===== config.mk =====
export PLATFORM = sky130hd
export DESIGN_NAME = hazard_ctrl_unit
export DESIGN_NICKNAME = d
export VERILOG_FILES = /design/src/rtl/hazard_ctrl_unit_pkg.sv /design/src/rtl/hazard_ctrl_unit_hazard_detect.sv /design/src/rtl/hazard_ctrl_unit.sv
export SDC_FILE = /design/constraint.sdc
export NUM_CORES = 1
export LEC_CHECK = 0
export CORE_ASPECT_RATIO = 1.2
export CORE_MARGIN = 3
export CORE_UTILIZATION = 45
export CTS_CLUSTER_SIZE = 14
export DETAILED_ROUTE_END_ITERATION = 16
export PLACE_DENSITY = 0.76
export SLEW_MARGIN = 20
export SYNTH_ARGS = -nofsm -noshare
export SYNTH_HDL_FRONTEND = slang
export SYNTH_SLANG_ARGS = --single-unit

===== constraint.sdc =====
create_clock -name clk -period 7 [get_ports clk]
set_input_delay 1.75 -clock clk [delete_from_list [all_inputs] [get_ports clk]]
set_output_delay 1.75 -clock clk [all_outputs]
set_load 0.02 [all_outputs]

===== src/rtl/hazard_ctrl_unit_pkg.sv =====
// Shared definitions for the pipeline hazard/control unit.
//   FWD_REG/FWD_EXE/FWD_MEM : operand-forward mux encodings driven onto fwd_*_sel
//   state_t                 : control FSM states (RUN = normal issue, FLUSH = branch bubbles pending)
package hazard_ctrl_unit_pkg;

    localparam logic [1:0] FWD_REG = 2'd0;
    localparam logic [1:0] FWD_EXE = 2'd1;
    localparam logic [1:0] FWD_MEM = 2'd2;

    typedef enum logic {
        RUN   = 1'b0,
        FLUSH = 1'b1
    } state_t;

endpackage


===== src/rtl/hazard_ctrl_unit_hazard_detect.sv =====
// Per-operand RAW hazard compare for one ID source register (pure combinational).
// Ports:
//   i_src_addr / i_src_used      : ID source register and whether it is read
//   i_exe_wb_addr / i_exe_wb_wen : EXE destination and write enable
//   i_exe_mem_ren                : EXE instruction is a load (result not ready yet)
//   i_mem_wb_addr / i_mem_wb_wen : MEM destination and write enable
//   o_fwd_sel                    : FWD_REG / FWD_EXE / FWD_MEM
//   o_stall                      : operand cannot be satisfied this cycle
module hazard_ctrl_unit_hazard_detect
    import hazard_ctrl_unit_pkg::*;
#(
    parameter int REG_ADDR_W = 5,
    parameter int FWD_EN     = 1
) (
    input  logic [REG_ADDR_W-1:0] i_src_addr,
    input  logic                  i_src_used,
    input  logic [REG_ADDR_W-1:0] i_exe_wb_addr,
    input  logic                  i_exe_wb_wen,
    input  logic                  i_exe_mem_ren,
    input  logic [REG_ADDR_W-1:0] i_mem_wb_addr,
    input  logic                  i_mem_wb_wen,
    output logic [1:0]            o_fwd_sel,
    output logic                  o_stall
);

    logic w_live;
    logic w_exe_hit;
    logic w_mem_hit;

    // r0 is hard-wired zero, so it never creates a dependency.
    assign w_live    = i_src_used && (i_src_addr != '0);
    assign w_exe_hit = w_live && i_exe_wb_wen && (i_src_addr == i_exe_wb_addr);
    assign w_mem_hit = w_live && i_mem_wb_wen && (i_src_addr == i_mem_wb_addr);

    // The younger (EXE) producer wins over MEM; a load in EXE has no data yet.
    always_comb begin
        o_fwd_sel = FWD_REG;
        o_stall   = 1'b0;
        if (w_exe_hit) begin
            if ((FWD_EN != 0) && !i_exe_mem_ren) begin
                o_fwd_sel = FWD_EXE;
            end else begin
                o_stall = 1'b1;
            end
        end else if (w_mem_hit) begin
            if (FWD_EN != 0) begin
                o_fwd_sel = FWD_MEM;
            end else begin
                o_stall = 1'b1;
            end
        end
    end

endmodule


===== src/rtl/hazard_ctrl_unit.sv =====
// Pipeline control unit for the 5-stage MIPS core: operand forwarding, load-use /
// RAW stalls, counter-based branch flush, memory wait-state freeze, debug single
// step and saturating stall/flush performance counters.
// Ports:
//   clk, rst (sync, active-high)
//   debug_en, debug_step             : debug freeze and single-step request
//   id_rs_*/id_rt_*, id_is_branch    : ID stage operand use and PC-altering flag
//   exe_wb_*, exe_mem_ren, mem_wb_*  : producers in EXE and MEM
//   imem_ack, dmem_req, dmem_ack     : memory handshakes
//   {if,id,exe,mem,wb}_{rst,en}      : stage register strobes
//   fwd_a_sel, fwd_b_sel             : EXE operand-forward mux selects
//   perf_stall_cnt, perf_flush_cnt   : saturating performance counters
module hazard_ctrl_unit
    import hazard_ctrl_unit_pkg::*;
#(
    parameter int REG_ADDR_W   = 5,
    parameter int FWD_EN       = 1,
    parameter int BRANCH_STAGE = 2,
    parameter int PERF_W       = 32
) (
    input  logic                  clk,
    input  logic                  rst,
    input  logic                  debug_en,
    input  logic                  debug_step,
    input  logic [REG_ADDR_W-1:0] id_rs_addr,
    input  logic                  id_rs_used,
    input  logic [REG_ADDR_W-1:0] id_rt_addr,
    input  logic                  id_rt_used,
    input  logic                  id_is_branch,
    input  logic [REG_ADDR_W-1:0] exe_wb_addr,
    input  logic                  exe_wb_wen,
    input  logic                  exe_mem_ren,
    input  logic [REG_ADDR_W-1:0] mem_wb_addr,
    input  logic                  mem_wb_wen,
    input  logic                  imem_ack,
    input  logic                  dmem_req,
    input  logic                  dmem_ack,
    output logic                  if_rst,
    output logic                  if_en,
    output logic                  id_rst,
    output logic                  id_en,
    output logic                  exe_rst,
    output logic                  exe_en,
    output logic                  mem_rst,
    output logic                  mem_en,
    output logic                  wb_rst,
    output logic                  wb_en,
    output logic [1:0]            fwd_a_sel,
    output logic [1:0]            fwd_b_sel,
    output logic [PERF_W-1:0]     perf_stall_cnt,
    output logic [PERF_W-1:0]     perf_flush_cnt
);

    // Bubbles still owed after the branch cycle itself: BRANCH_STAGE-1.
    localparam int CNT_W = (BRANCH_STAGE > 1) ? $clog2(BRANCH_STAGE) : 1;
    localparam logic [CNT_W-1:0] FLUSH_LOAD = CNT_W'(BRANCH_STAGE - 1);

    function automatic logic [PERF_W-1:0] sat_inc(input logic [PERF_W-1:0] v);
        return (&v) ? v : (v + PERF_W'(1));
    endfunction

    state_t           r_state;
    logic [CNT_W-1:0] r_flush_cnt;
    logic             r_step_prev;
    logic [PERF_W-1:0] r_stall_cnt;
    logic [PERF_W-1:0] r_flush_perf;

    state_t           w_state_nxt;
    logic [CNT_W-1:0] w_flush_cnt_nxt;
    logic [1:0]       w_rs_sel;
    logic [1:0]       w_rt_sel;
    logic             w_rs_stall;
    logic             w_rt_stall;
    logic             w_raw_stall;
    logic             w_step_edge;
    logic             w_dmem_wait;
    logic             w_dbg_freeze;
    logic             w_imem_wait;
    logic             w_advance;
    logic             w_stall_act;
    logic             w_flush_act;

    hazard_ctrl_unit_hazard_detect #(
        .REG_ADDR_W (REG_ADDR_W),
        .FWD_EN     (FWD_EN)
    ) u_hd_rs (
        .i_src_addr    (id_rs_addr),
        .i_src_used    (id_rs_used),
        .i_exe_wb_addr (exe_wb_addr),
        .i_exe_wb_wen  (exe_wb_wen),
        .i_exe_mem_ren (exe_mem_ren),
        .i_mem_wb_addr (mem_wb_addr),
        .i_mem_wb_wen  (mem_wb_wen),
        .o_fwd_sel     (w_rs_sel),
        .o_stall       (w_rs_stall)
    );

    hazard_ctrl_unit_hazard_detect #(
        .REG_ADDR_W (REG_ADDR_W),
        .FWD_EN     (FWD_EN)
    ) u_hd_rt (
        .i_src_addr    (id_rt_addr),
        .i_src_used    (id_rt_used),
        .i_exe_wb_addr (exe_wb_addr),
        .i_exe_wb_wen  (exe_wb_wen),
        .i_exe_mem_ren (exe_mem_ren),
        .i_mem_wb_addr (mem_wb_addr),
        .i_mem_wb_wen  (mem_wb_wen),
        .o_fwd_sel     (w_rt_sel),
        .o_stall       (w_rt_stall)
    );

    assign w_raw_stall  = w_rs_stall | w_rt_stall;
    assign w_step_edge  = debug_step & ~r_step_prev;
    assign w_dmem_wait  = dmem_req & ~dmem_ack;
    assign w_dbg_freeze = debug_en & ~w_step_edge;
    assign w_imem_wait  = ~imem_ack;
    assign w_advance    = ~w_dmem_wait & ~w_dbg_freeze & ~w_imem_wait;

    // A stall or flush only "wins" when nothing of higher priority is freezing
    // the pipe; these qualified strobes drive both the FSM and the counters.
    assign w_stall_act  = w_advance & w_raw_stall;
    assign w_flush_act  = w_advance & ~w_raw_stall & ((r_state == FLUSH) | id_is_branch);

    always_ff @(posedge clk) begin
        if (rst) begin
            r_state      <= RUN;
            r_flush_cnt  <= '0;
            r_step_prev  <= 1'b0;
            r_stall_cnt  <= '0;
            r_flush_perf <= '0;
        end else begin
            r_state     <= w_state_nxt;
            r_flush_cnt <= w_flush_cnt_nxt;
            r_step_prev <= debug_step;
            if (w_stall_act) begin
                r_stall_cnt <= sat_inc(r_stall_cnt);
            end
            if (w_flush_act) begin
                r_flush_perf <= sat_inc(r_flush_perf);
            end
        end
    end

    always_comb begin
        w_state_nxt     = r_state;
        w_flush_cnt_nxt = r_flush_cnt;
        if_rst    = 1'b0;
        if_en     = 1'b1;
        id_rst    = 1'b0;
        id_en     = 1'b1;
        exe_rst   = 1'b0;
        exe_en    = 1'b1;
        mem_rst   = 1'b0;
        mem_en    = 1'b1;
        wb_rst    = 1'b0;
        wb_en     = 1'b1;
        fwd_a_sel = w_rs_sel;
        fwd_b_sel = w_rt_sel;

        // The branch cycle itself is the first bubble; FLUSH covers the rest.
        case (r_state)
            RUN: begin
                if (w_flush_act && (BRANCH_STAGE > 1)) begin
                    w_state_nxt     = FLUSH;
                    w_flush_cnt_nxt = FLUSH_LOAD;
                end
            end
            FLUSH: begin
                if (w_flush_act) begin
                    if (r_flush_cnt <= CNT_W'(1)) begin
                        w_state_nxt     = RUN;
                        w_flush_cnt_nxt = '0;
                    end else begin
                        w_flush_cnt_nxt = r_flush_cnt - CNT_W'(1);
                    end
                end
            end
            default: begin
                w_state_nxt     = RUN;
                w_flush_cnt_nxt = '0;
            end
        endcase

        // Strobe priority: reset, dmem wait, debug freeze, imem wait, RAW, flush.
        if (rst) begin
            if_rst    = 1'b1;
            id_rst    = 1'b1;
            exe_rst   = 1'b1;
            mem_rst   = 1'b1;
            wb_rst    = 1'b1;
            fwd_a_sel = FWD_REG;
            fwd_b_sel = FWD_REG;
        end else if (w_dmem_wait) begin
            // Hold IF..MEM; WB gets a bubble so the stalled access is not retired twice.
            if_en  = 1'b0;
            id_en  = 1'b0;
            exe_en = 1'b0;
            mem_en = 1'b0;
            wb_en  = 1'b0;
            wb_rst = 1'b1;
        end else if (w_dbg_freeze) begin
            if_en  = 1'b0;
            id_en  = 1'b0;
            exe_en = 1'b0;
            mem_en = 1'b0;
            wb_en  = 1'b0;
        end else if (w_imem_wait) begin
            if_en  = 1'b0;
            id_rst = 1'b1;
        end else if (w_raw_stall) begin
            if_en   = 1'b0;
            id_en   = 1'b0;
            exe_rst = 1'b1;
        end else if (w_flush_act) begin
            id_rst = 1'b1;
        end
    end

    assign perf_stall_cnt = r_stall_cnt;
    assign perf_flush_cnt = r_flush_perf;

endmodule

# After elaboration in Yosys (flattened, before gate mapping)

Index checks and enable logic that the tools add are counted.

ROM bits: 0
Memories: 0
Input bits: 33
Word-level logic and storage cells: 94
Bits in latches: 0
RAM bits: 0
Bits in registers: 67
Output and inout port bits: 78

Add/subtract/negate cells: 3
$mul: 0
$lt $le $gt $ge: 1
Mux-type cells: 43
Equality and inequality tests: 6
Shift-type cells: 0
Reductions and logical operators: 17
Bitwise operators: 19
Div/mod/pow operators: 0

Operators with widths:

| kind                    | count |
|---|---|
| $add A32 B1 Y32 const B | 2 |
| $reduce_and A32 Y1      | 2 |
| $mux W1                 | 35 |
| $eq A5 B5 Y1            | 4 |
| $mux W2                 | 6 |
| $logic_and A1 B1 Y1     | 10 |
| $reduce_bool A5 Y1      | 2 |
| $not A1 Y1              | 9 |
| $and A1 B1 Y1           | 8 |
| $reduce_and A2 Y1       | 3 |
| $pmux W1 S2             | 2 |
| $ne A2 B1 Y1 const B    | 1 |
| $ne A2 B2 Y1 const B    | 1 |
| $or A1 B1 Y1            | 2 |
| $le A1 B1 Y1 const B    | 1 |
| $sub A1 B1 Y1 const B   | 1 |

# Logic depth before layout (Yosys ltp)

Gate-level depths: netlist (run 1).

Word-level depth: 15
Gate-level depth with buffers: 9
Depth with buffers taken out: 7

# Hierarchy

Synthesis (run 1) repeated with hierarchy kept, for this count alone.

Cell total of the unflattened synthesis: 466
Area, all modules: 3789.9 µm²

By module, submodules not included:

| module                         | instances | area each (µm²) | cells an instance |
|---|---|---|---|
| hazard_ctrl_unit               | 1         | 3452.1          | 426 |
| hazard_ctrl_unit_hazard_detect | 2         | 168.9           | 20 |

# Worst setup path after synthesis (run 1)

Ideal clock, no wire load.

Path type: in2out
Start point: in id_rt_addr[0]
End point: out if_en
Path slack: 1810 ps
Arrival: 3440 ps
Cell stages on the path: 7
Data required time: 5250 ps
Cell sequence: or4_1 -> o21ai_1 -> nor3_2 -> o21a_4 -> buf_2 -> clkbuf_1 -> o21bai_1

Word-level cells in the longest chain between the ends: 11
Elaborated cells on any way between the ends: 12
Those cells by class: 1 x eq/ne; 6 x mux; 1 x bitwise; 4 x reduce/logical

Ends and longest elaborated chain:

| what                    | line                                 | text |
|---|---|---|
| start: declaration      | hazard_ctrl_unit.sv:27               | `input logic [REG_ADDR_W-1:0] id_rt_addr,` |
| $reduce_bool A5 Y1      | hazard_ctrl_unit_hazard_detect.sv:31 | `assign w_live = i_src_used && (i_src_addr != '0);` |
| $logic_and A1 B1 Y1     | hazard_ctrl_unit_hazard_detect.sv:31 |  |
| $logic_and A1 B1 Y1     | hazard_ctrl_unit_hazard_detect.sv:32 | `assign w_exe_hit = w_live && i_exe_wb_wen && (i_src_addr == i_exe_wb_addr);` |
| $logic_and A1 B1 Y1 (*) | hazard_ctrl_unit_hazard_detect.sv:32 |  |
| $mux W1 (*)             | hazard_ctrl_unit_hazard_detect.sv:39 | `if (w_exe_hit) begin` |
| $or A1 B1 Y1 (*)        | hazard_ctrl_unit.sv:113              | `assign w_raw_stall = w_rs_stall \| w_rt_stall;` |
| $mux W1 (*)             | hazard_ctrl_unit.sv:211              | `end else if (w_raw_stall) begin` |
| $mux W1 (*)             | hazard_ctrl_unit.sv:208              | `end else if (w_imem_wait) begin` |
| $mux W1 (*)             | hazard_ctrl_unit.sv:202              | `end else if (w_dbg_freeze) begin` |
| $mux W1 (*)             | hazard_ctrl_unit.sv:194              | `end else if (w_dmem_wait) begin` |
| $mux W1 (*)             | hazard_ctrl_unit.sv:186              | `if (rst) begin` |
| end: declaration        | hazard_ctrl_unit.sv:39               | `output logic if_en,` |

Mark *: on every way between the ends. The rest lies on a longest branch, timed or not.

# Final worst setup path (run 1)

Start point: in id_rs_addr[2]
End point: out id_rst

Word-level cells in the longest chain between the ends: 15
Elaborated cells on any way between the ends: 16
Those cells by class: 1 x eq/ne; 7 x mux; 4 x bitwise; 4 x reduce/logical

Ends and longest elaborated chain:

| what                       | line                                 | text |
|---|---|---|
| start: declaration         | hazard_ctrl_unit.sv:25               | `input logic [REG_ADDR_W-1:0] id_rs_addr,` |
| $reduce_bool A5 Y1         | hazard_ctrl_unit_hazard_detect.sv:31 |  |
| $logic_and A1 B1 Y1        | hazard_ctrl_unit_hazard_detect.sv:31 |  |
| $logic_and A1 B1 Y1        | hazard_ctrl_unit_hazard_detect.sv:32 |  |
| $logic_and A1 B1 Y1 (*)    | hazard_ctrl_unit_hazard_detect.sv:32 |  |
| $mux W1 (*)                | hazard_ctrl_unit_hazard_detect.sv:39 |  |
| $or A1 B1 Y1 (*)           | hazard_ctrl_unit.sv:113              |  |
| $not A1 Y1                 | hazard_ctrl_unit.sv:123              | `assign w_flush_act = w_advance & ~w_raw_stall & ((r_state == FLUSH) \| id_is_branch);` |
| $and A1 B1 Y1 (2 in a row) | hazard_ctrl_unit.sv:123              |  |
| $mux W1                    | hazard_ctrl_unit.sv:215              | `end else if (w_flush_act) begin` |
| $mux W1 (*)                | hazard_ctrl_unit.sv:211              |  |
| $mux W1 (*)                | hazard_ctrl_unit.sv:208              |  |
| $mux W1 (*)                | hazard_ctrl_unit.sv:202              |  |
| $mux W1 (*)                | hazard_ctrl_unit.sv:194              |  |
| $mux W1 (*)                | hazard_ctrl_unit.sv:186              |  |
| end: declaration           | hazard_ctrl_unit.sv:40               | `output logic id_rst,` |

Marks and branches as above.

==> run summary, run 1 <==
status: finished, final reports clean
Mapped Nets: 521
grt total ovfl: 0
DR iter-0 viols: 177
Post-Synthesis Cells: 486
Final Hold Vio Count: 0
Post-synth EDFFs: 0
Yosys Warn Count: 0
via/cell ratio: 5.95
Met2 Wirelength: 5510 um
clk buf depth: 2
Routed met3 length: 622 um
Antenna Nets Post-Route: 0
boundary pin count: 111
CP arrival: 4.56 ns
clk_skew: 0.00633 ns
Final period util: 90.1%
largest net degree at the start of global routing: 61
Fillers: 722
WL final: 11,200 um
layout cells sized above 1: 8.93%
Critical Path Max Stage Delay: 0.58 ns
placed instance count: 680
Max VDD drop: 0.116 mV
htree depth: 3
die area: 0.00996 mm2
nets@finish: 612
Final Non-Filler Cells: 696
Final GP Congestion: 0.917
setup TNS after final layout: 0 ns
initial antenna violation count: 0
post-synthesis cell type count: 51
global-route wire length before repair: 18,000 um
startpoint types: input pin
# setup viols final: 0
CTS Root Cell: clkbuf_8
sequential cell area: 0.00132 mm2
dpl cell area: 0.00506 mm2
cts bufs inserted: 9
clock tree sinks: 66
fmax: 159 MHz
max_slew headroom: 34.3%
Die Wd: 91.6 um
average size of a mapped cell: 8.14 um2
Initial Utilization: 47.5%
FF+latch count, synth: 66
sequential fraction of the synthesis area: 33.4%
Crit. End Element: primary output
CP Max Fanout: 60
DRC Markers: 0
CTS tree: yes
final worst setup slack: 0.693 ns
LEAKAGE: 1.62 nW
wire per inst: 16.1 um
Fin Hold WS: 0.500 ns
Async S/R FF share, synth: 0%
vias in the first global route: 3,750
HPWL Detailed: 8020 um
CP most frequent cell: clkdlybuf4s50_1
max-slew violation count: 0
Least-Margin Pin Slew: 0.982 ns
IO buf count: 110
Finished Cell Area: 0.00528 mm2
clock latency on the worst-skew pair: 0.35 ns
highest metal used: met4
hold_buf cts: 0
via count: 4,140
Hold/Removal Path Class: reg -> reg
WS Path Type: in -> out
cts repair resizes: 0
Metal-1 WL: 4780 um
FP Rows: 36
area grow syn2layout: 33.5%
Reg clk slew, reported paths: 0.07 ns
cell breakdown of the critical path: clkdlybuf4s50_1 -> xnor2_1 -> nand4_1 -> nor3_2 -> o21a_4 -> o21ai_0 -> a21o_1 -> clkdlybuf4s50_1
core footprint: 0.00833 mm2
RSZ-0062 raised after global routing: false
pre-CTS WS: 0.793 ns
Post-CTS Setup Inserts: 0
n_diodes: 0
router iterations before antenna repair: 5
maxcap violations: 0
Critical Path RT: 5.25 ns
slowest CP cell: o21a_4
Multi-input gate area: 0.00249 mm2
Tot GR Track Use: 21.9%
Final min period: 6.31 ns
Die Y: 109 um
top_reg_cell synth: dfxtp_1
Cell Pwr Density: 149 mW/mm2
area of the mapped netlist: 0.00396 mm2
## cells in the mapped netlist, types with 2 or more instances
| cell type | n | area [um2] |
|---|---|---|
| a21o_1 | 2 | 15.0 |
| buf_4 | 5 | 37.5 |
| and3_1 | 6 | 37.5 |
| o31ai_1 | 21 | 158 |
| o21ai_0 | 22 | 110 |
| nor4_1 | 20 | 125 |
| nor3b_1 | 2 | 15.0 |
| nand2b_1 | 6 | 37.5 |
| o21ba_2 | 4 | 40.0 |
| or4b_1 | 2 | 20.0 |
| o31a_1 | 4 | 35.0 |
| nand2_1 | 22 | 82.6 |
| clkbuf_1 | 19 | 71.3 |
| and2_1 | 3 | 18.8 |
| or2_2 | 4 | 25.0 |
| ha_1 | 2 | 25.0 |
| nor2b_1 | 16 | 100 |
| nor3_2 | 2 | 20.0 |
| xor2_1 | 9 | 78.8 |
| buf_2 | 6 | 30.0 |
| or4_1 | 26 | 195 |
| nor2_1 | 33 | 124 |
| dfxtp_1 | 66 | 1320 |
| inv_1 | 5 | 18.8 |
| or3_1 | 23 | 144 |
| o2111ai_1 | 2 | 17.5 |
| mux2_1 | 2 | 22.5 |
| nor3_1 | 5 | 25.0 |
| xnor2_1 | 12 | 105 |
| mux2_2 | 13 | 146 |
| mux2i_1 | 2 | 20.0 |
| a21oi_1 | 43 | 215 |
| nand4_1 | 31 | 194 |
| and4_4 | 2 | 22.5 |
| nand3_1 | 25 | 125 |
| and4_1 | 4 | 35.0 |
## cells by family after synthesis
family                     synth area share (%)
and+or+nand+nor                            35.1
AOI/OAI and AO/OA                          17.1
DFF                                        33.4
buffers and inverters                      4.36
xor gates and xnor gates                   4.65
muxes                                      4.77
adders and majority gates                 0.632
## layer usage
layer  GRT usage [%]  vias up
met2            37.1      133
met5               0        -
li1                -     2027
met3            4.97       20
met4            8.19        0
met1            27.2     1960
## metrics by stage
stage                     power (mW)  utilization (%)
after floorplan                0.425                -
after global placement         0.460             60.8
after detailed placement       0.461             60.8
after CTS                      0.789             63.2
after global routing           0.813             63.4
final                          0.785             63.4
## where the power goes
group	total, mW	internal, mW	switching, mW
clock	0.332	0.175	0.157
combinational	0.0761	0.0370	0.0391
sequential	0.377	0.376	0.000996
## final timing paths
kind,end,startpoint,cells after the start,slack [ns]
worst max-delay path,id_rst,id_rs_addr[2],8,0.69
worst min-delay path,r_state,r_state,2,0.50
worst max register to register,perf_stall_cnt[15],perf_stall_cnt[8],6,4.06
worst min register to register,r_state,r_state,2,0.50
## registers in the layout, summed over array words and instances, names as in the netlist
signal and flops:
perf_stall_cnt 32, r_state 1, perf_flush_cnt 32, r_step_prev 1
## worst max-delay path, delay by kind of cell
kind	cells	cell delay [ns]
AND/OR/NAND/NOR	2	0.63
buffers and inverters	2	1.07
XOR/XNOR	1	0.14
AO/OA/AOI/OAI	3	0.96
## layout make-up
| cell class | count | area share, % |
|---|---|---|
| clock buffers | 10 | 2.60 |
| inverters | 5 | 0.355 |
| well taps | 114 | 2.70 |
| flip-flops and latches | 66 | 25.0 |
| multi-input cells | 383 | 47.1 |
| clock inverters | 6 | 1.23 |
| repair buffers | 112 | 21.0 |
## placed cells by master, fill, tap and decap left out, types with 3 or more instances in the layout
cell               n
a21oi_1           43
and2_1             3
and3_1             6
and4_1             4
clkbuf_8          10
clkdlybuf4s50_1  109
dfxtp_1           66
inv_1              5
mux2_2            13
nand2_1           22
nand2b_1           6
nand3_1           25
nand4_1           31
nor2_1            33
nor2b_1           16
nor3_1             5
nor4_1            20
o21ai_0           22
o21ba_2            4
o31a_1             4
o31ai_1           21
or2_2              4
or3_1             23
or4_1             26
xnor2_1           12
xor2_1             9
Note: power is estimated with default switching activity, not from simulation.
==> inputs of run 2 (changes only) <==
--- a/config.mk
+++ b/config.mk
@@ -7,10 +7,10 @@
 export LEC_CHECK = 0
 export CORE_ASPECT_RATIO = 1.2
 export CORE_MARGIN = 3
-export CORE_UTILIZATION = 45
+export CORE_UTILIZATION = 30
 export CTS_CLUSTER_SIZE = 14
 export DETAILED_ROUTE_END_ITERATION = 16
-export PLACE_DENSITY = 0.76
+export PLACE_DENSITY = 0.59
 export SLEW_MARGIN = 20
 export SYNTH_ARGS = -nofsm -noshare
 export SYNTH_HDL_FRONTEND = slang
==> run 2 against run 1 <==
  * Final cell count is 7.5% higher
  * Critical path type unchanged
  * First-iteration DRC count is 43% higher
  * Global-route usage is 6.3 points lower
  * Combinational power is 3.2% higher
==> run summary, run 2 (synthesized netlist as in run 1, its figures left out) <==
n_diodes: 0
via/cell ratio: 5.52
IO buf count: 110
sequential cell area: 0.00132 mm2
router iterations before antenna repair: 4
Initial Utilization: 31.0%
Fillers: 1,309
placed instance count: 732
Post-CTS Setup Inserts: 0
setup TNS after final layout: 0 ns
Tot GR Track Use: 15.6%
DR iter-0 viols: 253
CP arrival: 4.61 ns
Final Hold Vio Count: 0
Cell Pwr Density: 177 mW/mm2
final worst setup slack: 0.637 ns
most frequent cells in the layout: 109 x clkdlybuf4s50_1, 66 x dfxtp_1, 43 x a21oi_1
layout cells sized above 1: 9.08%
global-route wire length before repair: 19,400 um
LEAKAGE: 1.70 nW
boundary pin count: 111
clk_skew: 0.00504 ns
clk buf depth: 2
dpl cell area: 0.00515 mm2
Least-Margin Pin Slew: 1.07 ns
FP Rows: 45
Hold/Removal Path Class: reg -> reg
core footprint: 0.0128 mm2
max-slew violation count: 0
total chip power: 0.970 mW
leading cell type in the layout, fill and taps excluded: clkdlybuf4s50_1
area grow syn2layout: 38.8%
status: finished, final reports clean
Final GP Congestion: 0.833
vias in the first global route: 3,976
grt total ovfl: 0
Crit. End Element: primary output
Final period util: 90.9%
Reg clk slew, reported paths: 0.06 ns
worst r2r src: perf_stall_cnt[8]
RSZ-0062 raised after global routing: false
Die Y: 132 um
CTS Root Cell: clkbuf_16
worst r2r dst: perf_stall_cnt[15]
via count: 4,130
CP Max Fanout: 60
cts bufs inserted: 9
clock latency on the worst-skew pair: 0.33 ns
worst r2r path cells: 6
fmax: 157 MHz
CTS tree: yes
Critical Path RT: 5.25 ns
DRC Markers: 0
WL final: 11,900 um
# setup viols final: 0
nets@finish: 614
wire per inst: 15.9 um
maxcap violations: 0
max_slew headroom: 28.3%
Final Util: 43.0%
Critical Path Sink: id_rst
hold_buf cts: 0
cts repair resizes: 0
clock tree sinks: 66
die area: 0.0146 mm2
WS Path Type: in -> out
Finished Cell Area: 0.00549 mm2
Max VDD drop: 0.124 mV
R2R Setup Slk: 4.01 ns
Final Non-Filler Cells: 748
Fin Hold WS: 0.500 ns
htree depth: 3
initial antenna violation count: 0
largest net degree at the start of global routing: 61
Die Wd: 111 um
Final min period: 6.36 ns
startpoint types: input pin
pre-CTS WS: 0.715 ns
Multi-input gate area: 0.00249 mm2
worst setup path startpoint: id_rs_addr[2]
Antenna Nets Post-Route: 0
HPWL Detailed: 8520 um
## run 2: changes by cell type in the layout (fill, tap and decap cells not counted)
cell,delta
inv_6,-1
bufinv_16,+2
clkbuf_8,-10
clkbuf_16,+9
buf_4,+2
clkinvlp_4,-1
clkinv_2,+1
clkbuf_1,+1
clkinv_4,-1
## run 2: worst min-delay path by stage
stage	from	endpoint	cells after the start
after floorplan	r_state	r_state	2
after global placement	r_state	r_state	2
after detailed placement	r_state	r_state	2
after CTS	r_state	r_state	2
after global routing	r_state	r_state	2
final	r_state	r_state	2
## run 2: per-layer routing
layer  vias up  global-route usage [%]  routed length (um)
met5         -                       0                   0
met4         0                    6.64                 297
met3        22                    2.48                 520
met2       118                    27.4                5920
met1      1949                    18.9                5140
li1       2041                       -                   -
## run 2: critical path, stage by stage
cell             delay, ns
clkdlybuf4s50_1       0.48
xnor2_1               0.23
nand4_1               0.14
nor3_2                0.52
o21a_4                0.57
o21ai_0               0.18
a21o_1                0.20
clkdlybuf4s50_1       0.53
## run 2: cell type report
| type | count | share of cell area [%] |
|---|---|---|
| Clock inverter | 6 | 1.91 |
| Timing Repair Buffer | 114 | 20.5 |
| Tap cell | 164 | 3.74 |
| Sequential cell | 66 | 24.1 |
| Inverter | 5 | 0.342 |
| Multi-Input combinational cell | 383 | 45.3 |
| Clock buffer | 10 | 4.17 |
## run 2: report_power, final
group          total [mW]  internal, mW  switching (mW)
Combinational      0.0785        0.0379          0.0406
Sequential          0.378         0.377        0.000946
Clock               0.513         0.346           0.167
Total               0.970         0.761           0.209
==> inputs of run 3 (changes only) <==
--- a/config.mk
+++ b/config.mk
@@ -5,6 +5,7 @@
 export SDC_FILE = /design/constraint.sdc
 export NUM_CORES = 1
 export LEC_CHECK = 0
+export ABC_CLOCK_PERIOD_IN_PS = 7000
 export CORE_ASPECT_RATIO = 1.2
 export CORE_MARGIN = 3
 export CORE_UTILIZATION = 30
==> results of run 3 <==
Same layout as run 2: the final DEF is identical, and so are final timing and power.
